File: config.mk
export PLATFORM = sky130hd
export DESIGN_NAME = mmu_port_arbiter
export DESIGN_NICKNAME = d
export VERILOG_FILES = /design/src/rtl/mmu_pkg.sv /design/src/rtl/rr_arbiter2.sv /design/src/rtl/mmu_port_arbiter.sv
export SDC_FILE = /design/constraint.sdc
export NUM_CORES = 1
export LEC_CHECK = 0
export ABC_CLOCK_PERIOD_IN_PS = 3900
export CORE_MARGIN = 2
export CORE_UTILIZATION = 44
export DETAILED_ROUTE_END_ITERATION = 12
export PLACE_DENSITY = 0.83
export SETUP_SLACK_MARGIN = 0.1
export SYNTH_ARGS = -nofsm -noshare
export SYNTH_HDL_FRONTEND = slang
export SYNTH_SLANG_ARGS = --single-unit
File: constraint.sdc
create_clock -name clk -period 3.9 [get_ports clk]
set_input_delay 0.585 -clock clk [delete_from_list [all_inputs] [get_ports clk]]
set_output_delay 0.585 -clock clk [all_outputs]
set_load 0.02 [all_outputs]
File: src/rtl/mmu_pkg.sv
// Shared encodings for the MMU port arbiter: FSM states, requester owner codes
// and the default watchdog length.
package mmu_pkg;

  typedef enum logic [2:0] {
    ST_IDLE      = 3'd0,
    ST_ISSUE     = 3'd1,
    ST_WAIT_BUSY = 3'd2,
    ST_WAIT_DONE = 3'd3,
    ST_RESPOND   = 3'd4
  } state_t;

  localparam logic OWNER_FETCH = 1'b0;
  localparam logic OWNER_DATA  = 1'b1;

  localparam int DEFAULT_TIMEOUT = 64;

endpackage

File: src/rtl/rr_arbiter2.sv
// Two-way grant between fetch and data, either round-robin against the
// last-served owner or fixed data-first.
module rr_arbiter2
  import mmu_pkg::*;
#(
  parameter int PRIORITY_MODE = 0
) (
  input  logic fetch_req,
  input  logic data_req,
  input  logic last_owner,
  output logic grant_valid,
  output logic grant_owner
);

  always_comb begin
    grant_valid = fetch_req | data_req;
    grant_owner = OWNER_FETCH;
    if (fetch_req && data_req) begin
      // On a tie the round-robin mode serves whoever did not go last.
      grant_owner = (PRIORITY_MODE == 1) ? OWNER_DATA : ~last_owner;
    end else if (data_req) begin
      grant_owner = OWNER_DATA;
    end
  end

endmodule

File: src/rtl/mmu_port_arbiter.sv
// Shares MMU port A between instruction fetch and load/store: latches one
// transaction, runs the request/busy handshake and acks with a watchdog.
module mmu_port_arbiter
  import mmu_pkg::*;
#(
  parameter int ADDRESS_WIDTH = 32,
  parameter int BUS_WIDTH     = 8,
  parameter int PRIORITY_MODE = 0,
  parameter int TIMEOUT       = DEFAULT_TIMEOUT
) (
  input  logic                     clk,
  input  logic                     reset,
  input  logic                     fetchRequest,
  input  logic [ADDRESS_WIDTH-1:0] fetchAddr,
  output logic                     fetchAck,
  input  logic                     dataRequest,
  input  logic [ADDRESS_WIDTH-1:0] dataAddr,
  input  logic                     dataWrite,
  input  logic [BUS_WIDTH-1:0]     dataWdata,
  output logic                     dataAck,
  output logic [BUS_WIDTH-1:0]     rdata,
  output logic                     error,
  output logic [ADDRESS_WIDTH-1:0] memAddr,
  output logic                     memRequest,
  output logic                     memWriteEnable,
  output logic [BUS_WIDTH-1:0]     memWdata,
  input  logic [BUS_WIDTH-1:0]     memRdata,
  input  logic                     memBusy
);

  localparam int TIMER_W = $clog2(TIMEOUT) + 1;
  localparam logic [TIMER_W-1:0] TIMER_LIMIT = TIMER_W'(TIMEOUT - 1);
  localparam logic [TIMER_W-1:0] TIMER_MAX   = '1;

  state_t                   state_q, state_d;
  logic                     owner_q, owner_d;
  logic                     last_q, last_d;
  logic                     write_q, write_d;
  logic [ADDRESS_WIDTH-1:0] addr_q, addr_d;
  logic [BUS_WIDTH-1:0]     wdata_q, wdata_d;
  logic [BUS_WIDTH-1:0]     rdata_q, rdata_d;
  logic                     error_q, error_d;
  logic [TIMER_W-1:0]       timer_q, timer_d;

  logic                     grant_valid;
  logic                     grant_owner;
  logic [TIMER_W-1:0]       timer_inc;
  logic                     timed_out;

  rr_arbiter2 #(
    .PRIORITY_MODE(PRIORITY_MODE)
  ) u_rr_arbiter2 (
    .fetch_req  (fetchRequest),
    .data_req   (dataRequest),
    .last_owner (last_q),
    .grant_valid(grant_valid),
    .grant_owner(grant_owner)
  );

  // The timer counts every cycle spent waiting on the MMU and sticks at max.
  assign timer_inc = (timer_q == TIMER_MAX) ? timer_q : timer_q + TIMER_W'(1);
  assign timed_out = (timer_inc >= TIMER_LIMIT);

  always_comb begin
    state_d = state_q;
    owner_d = owner_q;
    last_d  = last_q;
    write_d = write_q;
    addr_d  = addr_q;
    wdata_d = wdata_q;
    rdata_d = rdata_q;
    error_d = error_q;
    timer_d = timer_q;
    case (state_q)
      ST_IDLE: begin
        if (grant_valid) begin
          owner_d = grant_owner;
          if (grant_owner == OWNER_DATA) begin
            addr_d  = dataAddr;
            write_d = dataWrite;
            wdata_d = dataWdata;
          end else begin
            addr_d  = fetchAddr;
            write_d = 1'b0;
            wdata_d = '0;
          end
          state_d = ST_ISSUE;
        end
      end
      ST_ISSUE: begin
        timer_d = '0;
        state_d = ST_WAIT_BUSY;
      end
      ST_WAIT_BUSY: begin
        timer_d = timer_inc;
        if (timed_out) begin
          rdata_d = '0;
          error_d = 1'b1;
          state_d = ST_RESPOND;
        end else if (memBusy) begin
          state_d = ST_WAIT_DONE;
        end
      end
      ST_WAIT_DONE: begin
        if (!memBusy) begin
          rdata_d = memRdata;
          error_d = 1'b0;
          state_d = ST_RESPOND;
        end else begin
          timer_d = timer_inc;
          if (timed_out) begin
            rdata_d = '0;
            error_d = 1'b1;
            state_d = ST_RESPOND;
          end
        end
      end
      ST_RESPOND: begin
        last_d  = owner_q;
        state_d = ST_IDLE;
      end
      default: state_d = ST_IDLE;
    endcase
  end

  always_ff @(posedge clk) begin
    if (reset) begin
      state_q <= ST_IDLE;
      owner_q <= OWNER_FETCH;
      last_q  <= OWNER_FETCH;
      write_q <= 1'b0;
      addr_q  <= '0;
      wdata_q <= '0;
      rdata_q <= '0;
      error_q <= 1'b0;
      timer_q <= '0;
    end else begin
      state_q <= state_d;
      owner_q <= owner_d;
      last_q  <= last_d;
      write_q <= write_d;
      addr_q  <= addr_d;
      wdata_q <= wdata_d;
      rdata_q <= rdata_d;
      error_q <= error_d;
      timer_q <= timer_d;
    end
  end

  assign memRequest     = (state_q == ST_ISSUE);
  assign memWriteEnable = write_q && (state_q != ST_IDLE);
  assign memAddr        = addr_q;
  assign memWdata       = wdata_q;
  assign fetchAck       = (state_q == ST_RESPOND) && (owner_q == OWNER_FETCH);
  assign dataAck        = (state_q == ST_RESPOND) && (owner_q == OWNER_DATA);
  assign rdata          = rdata_q;
  assign error          = error_q;

endmodule

==> results of run 1 <==
==> worst max-delay path: stages, from the launching register on <==
cell and delay (ns):
dfxtp_1 0.37, nor2_1 0.24, nand2_1 0.11, nor2_1 0.12
clkdlybuf4s50_1 0.63
==> layout by cell type (no fill, tap or decap), types with 2 or more instances in the layout <==
master	instances
nor2_1	52
a211oi_2	28
nor2_2	2
dfxtp_1	62
bufinv_16	2
buf_4	5
clkdlybuf4s50_1	137
mux2i_1	32
o21ai_0	7
nor2b_1	3
and3_1	3
a211oi_1	9
clkbuf_8	11
a21oi_1	17
nand2b_1	6
a211o_1	2
a22oi_1	17
clkinv_2	2
nand4b_1	2
nand3_1	13
nand2_1	4
==> sequential cells by signal, indices dropped and copies added, names as in the netlist <==
register  cells
write_q       1
memAddr      32
timer_q       7
rdata         8
owner_q       1
last_q        1
state_q       3
memWdata      8
error         1
==> path summary, 6_finish.rpt <==
kind,end,slack (ns),cells past startpoint
worst min-delay path,rdata[3],0.49,2
worst max-delay path,fetchAck,1.52,4
worst min register to register,rdata[3],0.49,2
worst max register to register,memAddr[24],1.80,5
==> metrics by stage <==
stage                     area (sq um)  utilization, %
after floorplan                   2870               -
after global placement            4250            67.2
after detailed placement          4250            67.2
after CTS                         4470            70.7
after global routing              4470            70.7
final                             4470            70.7
==> power groups by stage <==
stage          Sequential (mW)  Clock, mW  Combinational, mW
2_1_floorplan            0.834          0              0.262
3_3_place_gp             0.757          0              0.569
3_5_place_dp             0.758          0              0.585
4_1_cts                  0.745      0.640              0.586
5_1_grt                  0.754      0.663              0.627
6_report                 0.745      0.626              0.580
==> cell families after synthesis <==
group	synth area share, %
simple gates	14.7
compound gates	25.4
flops	43.3
mux	11.2
buf+inv	5.02
fa+ha+maj	0.436
==> synth_stat cells <==
cell type / instances / area [sq um]
nor3_2: 1 / 10.0
nor2_1: 52 / 195
nor4_1: 1 / 6.26
buf_2: 4 / 20.0
a21oi_1: 17 / 85.1
o21ai_0: 7 / 35.0
buf_4: 6 / 45.0
nor3b_1: 1 / 7.51
o21ai_1: 1 / 5.00
and3_1: 3 / 18.8
or2_2: 1 / 6.26
nand3_1: 13 / 65.1
buf_1: 2 / 7.51
nand2b_1: 6 / 37.5
nor3_1: 1 / 5.00
a211oi_2: 28 / 350
nor2_2: 2 / 12.5
ha_1: 1 / 12.5
nor2b_1: 3 / 18.8
o21a_1: 1 / 7.51
mux2i_1: 32 / 320
o2bb2ai_1: 1 / 8.76
nand4b_1: 2 / 17.5
dfxtp_1: 62 / 1240
a211o_1: 2 / 17.5
a311oi_1: 1 / 8.76
a211oi_1: 9 / 67.6
a22oi_1: 17 / 128
clkbuf_1: 7 / 26.3
and2_1: 1 / 6.26
a31oi_1: 1 / 6.26
buf_6: 4 / 45.0
nand2_1: 4 / 15.0
a21boi_0: 1 / 7.51
==> cell type report <==
class | instances | share of cell area [%]
multi-input cells | 210 | 33.4
repair buffers | 143 | 31.7
flip-flops and latches | 62 | 27.8
clock buffers | 11 | 3.39
well taps | 77 | 2.16
clock inverters | 4 | 1.57
==> metal layers <==
metal,share of wire (%),vias to the layer above
li1,-,1342
met1,40,1234
met3,9.0,10
met2,49,108
met5,0,-
met4,1.6,0
==> key figures, run 1 <==
Clock tree
  – Htree depth: 3
  – Total CTS buffers: 9
  – Num Clock Sinks: just over 60
  – CTS root buf: clkbuf_8
  – Hold_buf cts: 0
  – CTS tree: done
  – Resized Gates After CTS: 0
  – CTS Buffer Depth: 2
  – Post-CTS Setup Inserts: 0
  – Clk_lat worst skew: 0.33 ns
  – Clock transition at path regs: 0.07 ns

Timing
  – Final min period: 2.38 ns
  – Max_slew headroom: approximately two fifths
  – Final hold vios: 0
  – Hold WS: 0.487 ns
  – Actual slew at the worst max-slew pin: between 0.9 and 1 ns
  – TNS Setup: 0 ns
  – Slew Viols, Final: 0
  – Crit share post-route: 61.0%
  – Max Fclk: 0.420 GHz
  – # setup viols final: 0
  – RSZ-0062 raised after global routing: false
  – Max Clock Skew: 0.00699 ns
  – Setup ws final: 1.52 ns

Floorplan
  – Core Region: 6310 sq um
  – Die Ht: 84.7 microns
  – Die Span X: between 80 and 90 microns
  – # IOs: about 140
  – Placement row count: 29
  – Die ar.: 7180 sq um
  – Initial core utilization: 45.4%

Logic synthesis
  – Netlist cell types: 34
  – Avg Cell Area, Syn: around 9.7 sq um
  – Yosys warns: 0
  – Post-synth net total: about 380
  – Post-synthesis sequential area ratio: 43.3%
  – Synthesized instance count: 295
  – Synthesized flop and latch total: 62
  – Post-Syn Area: 2870 sq um

Worst setup path
  – FF-to-FF Start: state_q[1]
  – Crit Path Max Fanout: 8
  – Crit Path Category: register to primary output
  – Crit. End Element: primary output
  – Critical Path Source: state_q[1]
  – Crit path arrival time: roughly 1.8 ns
  – Startpoint Class: register
  – Worst path required time: 3.31 ns

Power
  – IR drop worst, VDD: 0.272 mV
  – Switching Share: 29.2%
  – Switching Power: 0.569 mW
  – Clk pwr share: 32.1%
  – Combinational Power Share: about 30%
  – Leak Pwr: 1.67 nW
  – Pint: 1.38 mW
  – P per Cell Area: 437 nW/um^2
  – Seq pwr share: a little under two fifths
  – Final total power: ~2.0 mW

Global route
  – Largest net degree at the start of global routing: 46
  – First-pass GRT wire length: 12100 microns
  – Met3 usage: 6.59%
  – Vias in the first global route: ~2600
  – Initial antenna violation count: 0
  – GR Layer Usage met2: 35.6%
  – Gr usage total: 21.0%
  – Most Crowded Layer GR: met2
  – Met1 usage: 24.5%
  – GRT overflow: 0

Route
  – DR vias/cell: 5.31
  – Drt total wl: 7520 microns
  – Routed WL per cell: roughly 15 microns
  – DR vias: roughly 2700
  – Drt pass-1 iters: 4
  – DRC viols: 0
  – Iter 0 DRT Violations: 117
  – Post-DRT Antenna Nets: 0

Min path
  – Hold Crit Start: rdata[3]
  – HP Class: register to register

Final layout
  – Multi-input logic area: about 1500 sq um
  – FILL cells: between 500 and 600
  – Area growth syn-to-layout: 55.8%
  – Nets: between 500 and 600
  – Storage element area: 1240 sq um
  – Fraction of layout cells with a size suffix above 1: between 10% and 20%
  – N_diodes: 0
  – Non-filler cells in the finished layout: roughly 510

Placement
  – Dpl hpwl: roughly 5700 microns
  – Gpl congestion: between 0.7 and 0.8
  – Port bufs: 138
  – Placed instance count: 492
  – Setup WS pre-CTS: 1.33 ns

Job
  – Max Cap Viol: 0

Run status
  – Status: complete, no violations
Note: power is estimated with default switching activity, not from simulation.
==> inputs of run 2 (changes only) <==
- ABC_CLOCK_PERIOD_IN_PS: 3900 -> 2100
- CORE_UTILIZATION: 44 -> 37
- PLACE_DENSITY: 0.83 -> 0.74
- clock period: 3.9 -> 2.1 ns (I/O delays scaled with it)
==> run 2 against run 1 <==
Die area is 18% higher. Global-route usage is 2.9 points lower. Sequential share of layout area is 0.47 points lower. Clock-buffer cell count stayed put. Sequential cell count stayed put. Critical path depth is 1 lower. Hold slack worse by 0.0055 ns. Non-clock buffer count is 5 higher. Via count is 0.67% lower. Total power is 80% higher. Routed wire length is 1.1% higher. Clock power is 63% higher.
==> key figures, run 2 (synthesis gave the netlist of run 1 again) <==
Timing
  – Final hold vios: 0
  – Actual slew at the worst max-slew pin: 0.668 ns
  – Max_slew headroom: 55.5%
  – RSZ-0062 raised after global routing: true
  – Max Clock Skew: 0.0137 ns
  – Slew Viols, Final: 0
  – Final min period: ~2.0 ns
  – TNS Setup: 0 ns
  – # setup viols final: 0
  – Crit share post-route: 93.8%
  – Max Fclk: between 0.5 and 0.6 GHz

Floorplan
  – # IOs: roughly 140
  – Die ar.: 8470 sq um
  – Die Span X: about 90 microns
  – Die Ht: a little over 90 microns
  – Placement row count: 32
  – Core Region: 7610 sq um
  – Initial core utilization: between 30 and 40%

Clock tree
  – CTS tree: done
  – CTS Buffer Depth: 2
  – CTS root buf: clkbuf_8
  – Resized Gates After CTS: 3
  – Clk_lat worst skew: around 0.34 ns
  – Total CTS buffers: 9
  – Post-CTS Setup Inserts: 0
  – Hold_buf cts: 0
  – Num Clock Sinks: 62
  – Clock transition at path regs: 0.07 ns
  – Htree depth: 3

Worst setup path
  – Critical Path Source: state_q[1]
  – Worst setup path endpoint: memWriteEnable
  – R2R Path End: error
  – Top delay family on crit path: buffers and inverters
  – Startpoint Class: register
  – Crit path arrival time: 1.65 ns
  – Slowest stage cell, crit path: clkdlybuf4s50_1
  – Worst path required time: 1.78 ns
  – Crit Path Category: register to primary output
  – CP peak stage delay: 0.62 ns
  – FF-to-FF Start: timer_q[0]
  – Critical path depth: 3
  – Crit Path Max Fanout: 8
  – Reg-to-reg setup timing slack: 0.36 ns
  – Buffers & Inverters on Critical Path: 1
  – Crit path cell chain: nor3_4, nor2b_1, clkdlybuf4s50_1
  – Worst R2R Path Depth: 5
  – Crit. End Element: primary output

Final layout
  – N_diodes: 0
  – Most frequent cells in the layout: clkdlybuf4s50_1, dfxtp_1, nor2_1, mux2i_1, a211oi_2
  – Nets: between 500 and 600
  – Max reg flops: 32
  – Most common cell after layout, fill and taps aside: clkdlybuf4s50_1
  – Fraction of layout cells with a size suffix above 1: 13.8%
  – Final Cell Area: around 4500 sq um
  – Area growth syn-to-layout: 58.7%

Power
  – Leak Pwr: approximately 1.7 nW
  – P per Cell Area: 774 nW/um^2
  – IR drop worst, VDD: 0.433 mV

Route
  – Iter 0 DRT Violations: 48
  – Routed WL per cell: 14.2 microns
  – Drt pass-1 iters: 4
  – DR vias: 2676
  – Drt total wl: 7600 microns
  – DRC viols: 0
  – DR vias/cell: between 4 and 5
  – Post-DRT Antenna Nets: 0

Placement
  – Port bufs: 138
  – Gpl congestion: about 0.73
  – Dpl hpwl: 5540 microns
  – Placed Instance Area: about 4400 sq um

Global route
  – GRT overflow: 0
  – Largest net degree at the start of global routing: 37
  – Initial antenna violation count: 0
  – First-pass GRT wire length: 12300 microns
  – Gr usage total: 18.1%
  – Vias in the first global route: 2641

Min path
  – HP Class: register to register

Run status
  – Status: complete, no violations

Job
  – Max Cap Viol: 0
run 2: cell count changes in the layout (fill, tap and decap cells not counted), sizes merged:
cell and change:
buf +5, clkdlybuf4s50 -3, dlygate4sd2 +2, bufinv -1, clkinvlp +1, dlymetal6s2s +1
run 2: report_power, final:
group,switching [mW],internal (mW)
sequential,0.0775,1.31
combinational,0.545,0.564
clock,0.454,0.570
run 2: layout make-up:
class / instances / area, sq um
clock buffer: 11 / 141
clock inverter: 4 / 47.5
fill: 665 / 3060
multi-input combinational: 210 / 1500
sequential: 62 / 1240
tap: 102 / 128
timing repair buffer: 148 / 1490
run 2: worst register-to-register path: stages, from the launching register on:
cell     delay, ns
dfxtp_1       0.39
ha_1          0.27
nand2_1       0.12
a211o_1       0.47
nor3b_1       0.21
nor4_1        0.21
run 2: worst min path at each step:
stage	from	end	slack, ns	depth (start not counted)
6_report	rdata[4]	rdata[4]	0.48	2
5_1_grt	rdata[4]	rdata[4]	0.51	2
4_1_cts	rdata[4]	rdata[4]	0.49	2
3_5_place_dp	rdata[4]	rdata[4]	0.48	2
3_3_place_gp	rdata[5]	rdata[5]	0.47	2
2_1_floorplan	last_q	last_q	0.45	2
run 2: per-layer routing:
layer	GRT usage [%]	share of wire (%)	vias up
met5	0	0	-
met4	6.47	1.4	0
met3	5.83	8.5	10
met2	30.3	46	102
met1	21.9	44	1215
li1	-	-	1349
run 2: stage by stage:
stage	worst slack, ns	total power [mW]	util, %	hold slack [ns]	cells
floorplan	0.672	2.03	-	0.452	295
CTS	0.122	3.56	59.7	0.485	537
global route	0.0135	3.70	59.8	0.509	537
global placement	0.329	2.50	57.2	0.466	522
finish	0.131	3.52	59.8	0.482	537
detailed placement	0.272	2.53	57.2	0.475	522
==> inputs of run 3 (changes only) <==
==> constraint.sdc (replaced) <==
create_clock -name clk -period 2.1 [get_ports clk]
set_input_delay 0.525 -clock clk [delete_from_list [all_inputs] [get_ports clk]]
set_output_delay 0.525 -clock clk [all_outputs]
set_load 0.02 [all_outputs]
==> run 3 against run 2 <==
Non-clock buffer count is 4 higher. Largest power group unchanged. Fmax is 2.0% higher. Sequential cell count stayed put. Critical path depth is 1 higher. Routed wire length stayed put. Sequential power hardly changed. First-iteration DRC count is 29% higher. Clock power is 9% lower. Register-to-register slack worse by 0.04 ns.
==> key figures, run 3 (synthesis gave the netlist of run 1 again) <==
Route
  – DR vias/cell: 5.04
  – Iter 0 DRT Violations: 62
  – Routed WL per cell: about 14 microns
  – Drt pass-1 iters: 4
  – Post-DRT Antenna Nets: 0
  – Drt total wl: 7600 microns
  – DR vias: ~2700
  – DRC viols: 0

Run status
  – Status: complete, no violations

Global route
  – Gr usage total: 18.4%
  – Largest net degree at the start of global routing: 49
  – Vias in the first global route: 2690
  – First-pass GRT wire length: 12600 microns
  – GRT overflow: 0
  – Initial antenna violation count: 0

Worst setup path
  – Worst path required time: 1.57 ns
  – Crit path arrival time: 1.41 ns
  – Crit. End Element: primary output
  – Startpoint Class: register
  – Crit Path Category: register to primary output
  – Crit Path Max Fanout: 4

Power
  – Seq pwr share: about 40%
  – Pint: 2.35 mW
  – Switching Share: 31.2%
  – Switching Power: between 1 and 1.5 mW
  – Combinational Power Share: 32.5%
  – Leak Pwr: 1.72 nW
  – IR drop worst, VDD: 0.402 mV
  – Final total power: roughly 3.4 mW
  – P per Cell Area: around 750 nW/um^2
  – Clk pwr share: a little over a quarter

Timing
  – Actual slew at the worst max-slew pin: about 0.53 ns
  – Final hold vios: 0
  – Max Fclk: 0.518 GHz
  – Max_slew headroom: 64.7%
  – TNS Setup: 0 ns
  – Max Clock Skew: 0.00757 ns
  – Crit share post-route: approximately nine tenths
  – RSZ-0062 raised after global routing: false
  – # setup viols final: 0
  – Slew Viols, Final: 0
  – Hold WS: 0.486 ns
  – Final min period: 1.93 ns

Final layout
  – Fraction of layout cells with a size suffix above 1: 15.0%
  – N_diodes: 0
  – Nets: between 500 and 600
  – Non-filler cells in the finished layout: 541
  – Most common cell after layout, fill and taps aside: clkdlybuf4s50_1
  – Most frequent cells in the layout: clkdlybuf4s50_1, dfxtp_1, nor2_1, mux2i_1, a211oi_2
  – Final Util: approximately 60%
  – Max reg flops: 32
  – Area growth syn-to-layout: 59.0%

Clock tree
  – Clock transition at path regs: 0.07 ns
  – Total CTS buffers: 9
  – Clk_lat worst skew: 0.33 ns
  – CTS Buffer Depth: 2
  – Num Clock Sinks: 62
  – CTS root buf: clkbuf_8
  – Htree depth: 3
  – CTS tree: done

Floorplan
  – Initial core utilization: 37.7%
  – Placement row count: 32
  – # IOs: 139
  – Core Region: 7610 sq um
  – Die ar.: 8470 sq um
  – Die Ht: 92.0 microns
  – Die Span X: 92.0 microns

Placement
  – Placed instance count: 526
  – Dpl hpwl: ~5700 microns
  – Gpl congestion: 0.721
  – Port bufs: 138

Min path
  – HP Class: register to register

Job
  – Max Cap Viol: 0
## run 3: cell types whose count changed in the layout (fill, tap and decap cells not counted), sizes merged
cell           delta
buf               +4
clkdlybuf4s15     +1
dlymetal6s2s      -1
clkdlybuf4s50     -1
dlygate4sd2       +1
clkinv            +1
bufinv            -1
## run 3: area by class of cell
type | count | area, sq um
Clock buffer | 11 | 151
Clock inverter | 4 | 22.5
Fill cell | 697 | 3050
Multi-Input combinational cell | 210 | 1500
Sequential cell | 62 | 1240
Tap cell | 102 | 128
Timing Repair Buffer | 152 | 1520
## run 3: final timing paths
| kind | startpoint | to | slack (ns) | cells after the start |
|---|---|---|---|---|
| max reg2reg | state_q[2] | timer_q[0] | 0.32 | 5 |
| min reg2reg | rdata[5] | rdata[5] | 0.49 | 2 |
| min | rdata[5] | rdata[5] | 0.49 | 2 |
| max | state_q[1] | fetchAck | 0.17 | 4 |
## run 3: power groups by stage
stage | sequential, mW | clock, mW | combinational, mW
global placement | 1.40 | 0 | 1.10
floorplan | 1.55 | 0 | 0.486
detailed placement | 1.41 | 0 | 1.12
finish | 1.38 | 0.929 | 1.11
CTS | 1.38 | 0.962 | 1.12
global route | 1.40 | 1.02 | 1.20
## run 3: worst max-delay path, cell delays in order, from the launching register on
cell and delay, ns:
dfxtp_1 0.34, nor2_2 0.19, nand2_1 0.09, nor2_1 0.08
dlygate4sd2_1 0.36
## run 3: per-stage QoR
| stage | setup WS (ns) | instance area, sq um |
|---|---|---|
| final | 0.170 | 4560 |
| after global routing | 0.107 | 4560 |
| after CTS | 0.121 | 4550 |
| after detailed placement | 0.00595 | 4380 |
| after global placement | 0.0819 | 4380 |
| after floorplan | 0.615 | 2870 |
## run 3: what timing repair did
item | CTS | global route
buffers inserted | 0 | 0
setup endpoints to repair | 4 | 6
gates resized for setup | 5 | 2
hold buffers | 0 | 0
## run 3: per-layer routing
| metal | GRT usage [%] | routed length (microns) | part of all wire, % | vias to the layer above |
|---|---|---|---|---|
| li1 | - | - | - | 1360 |
| met1 | 22.8 | 3390 | 45 | 1251 |
| met2 | 30.6 | 3500 | 46 | 104 |
| met3 | 4.52 | 543 | 7.1 | 13 |
| met4 | 7.71 | 163 | 2.1 | 0 |
| met5 | 0 | 0 | 0 | - |
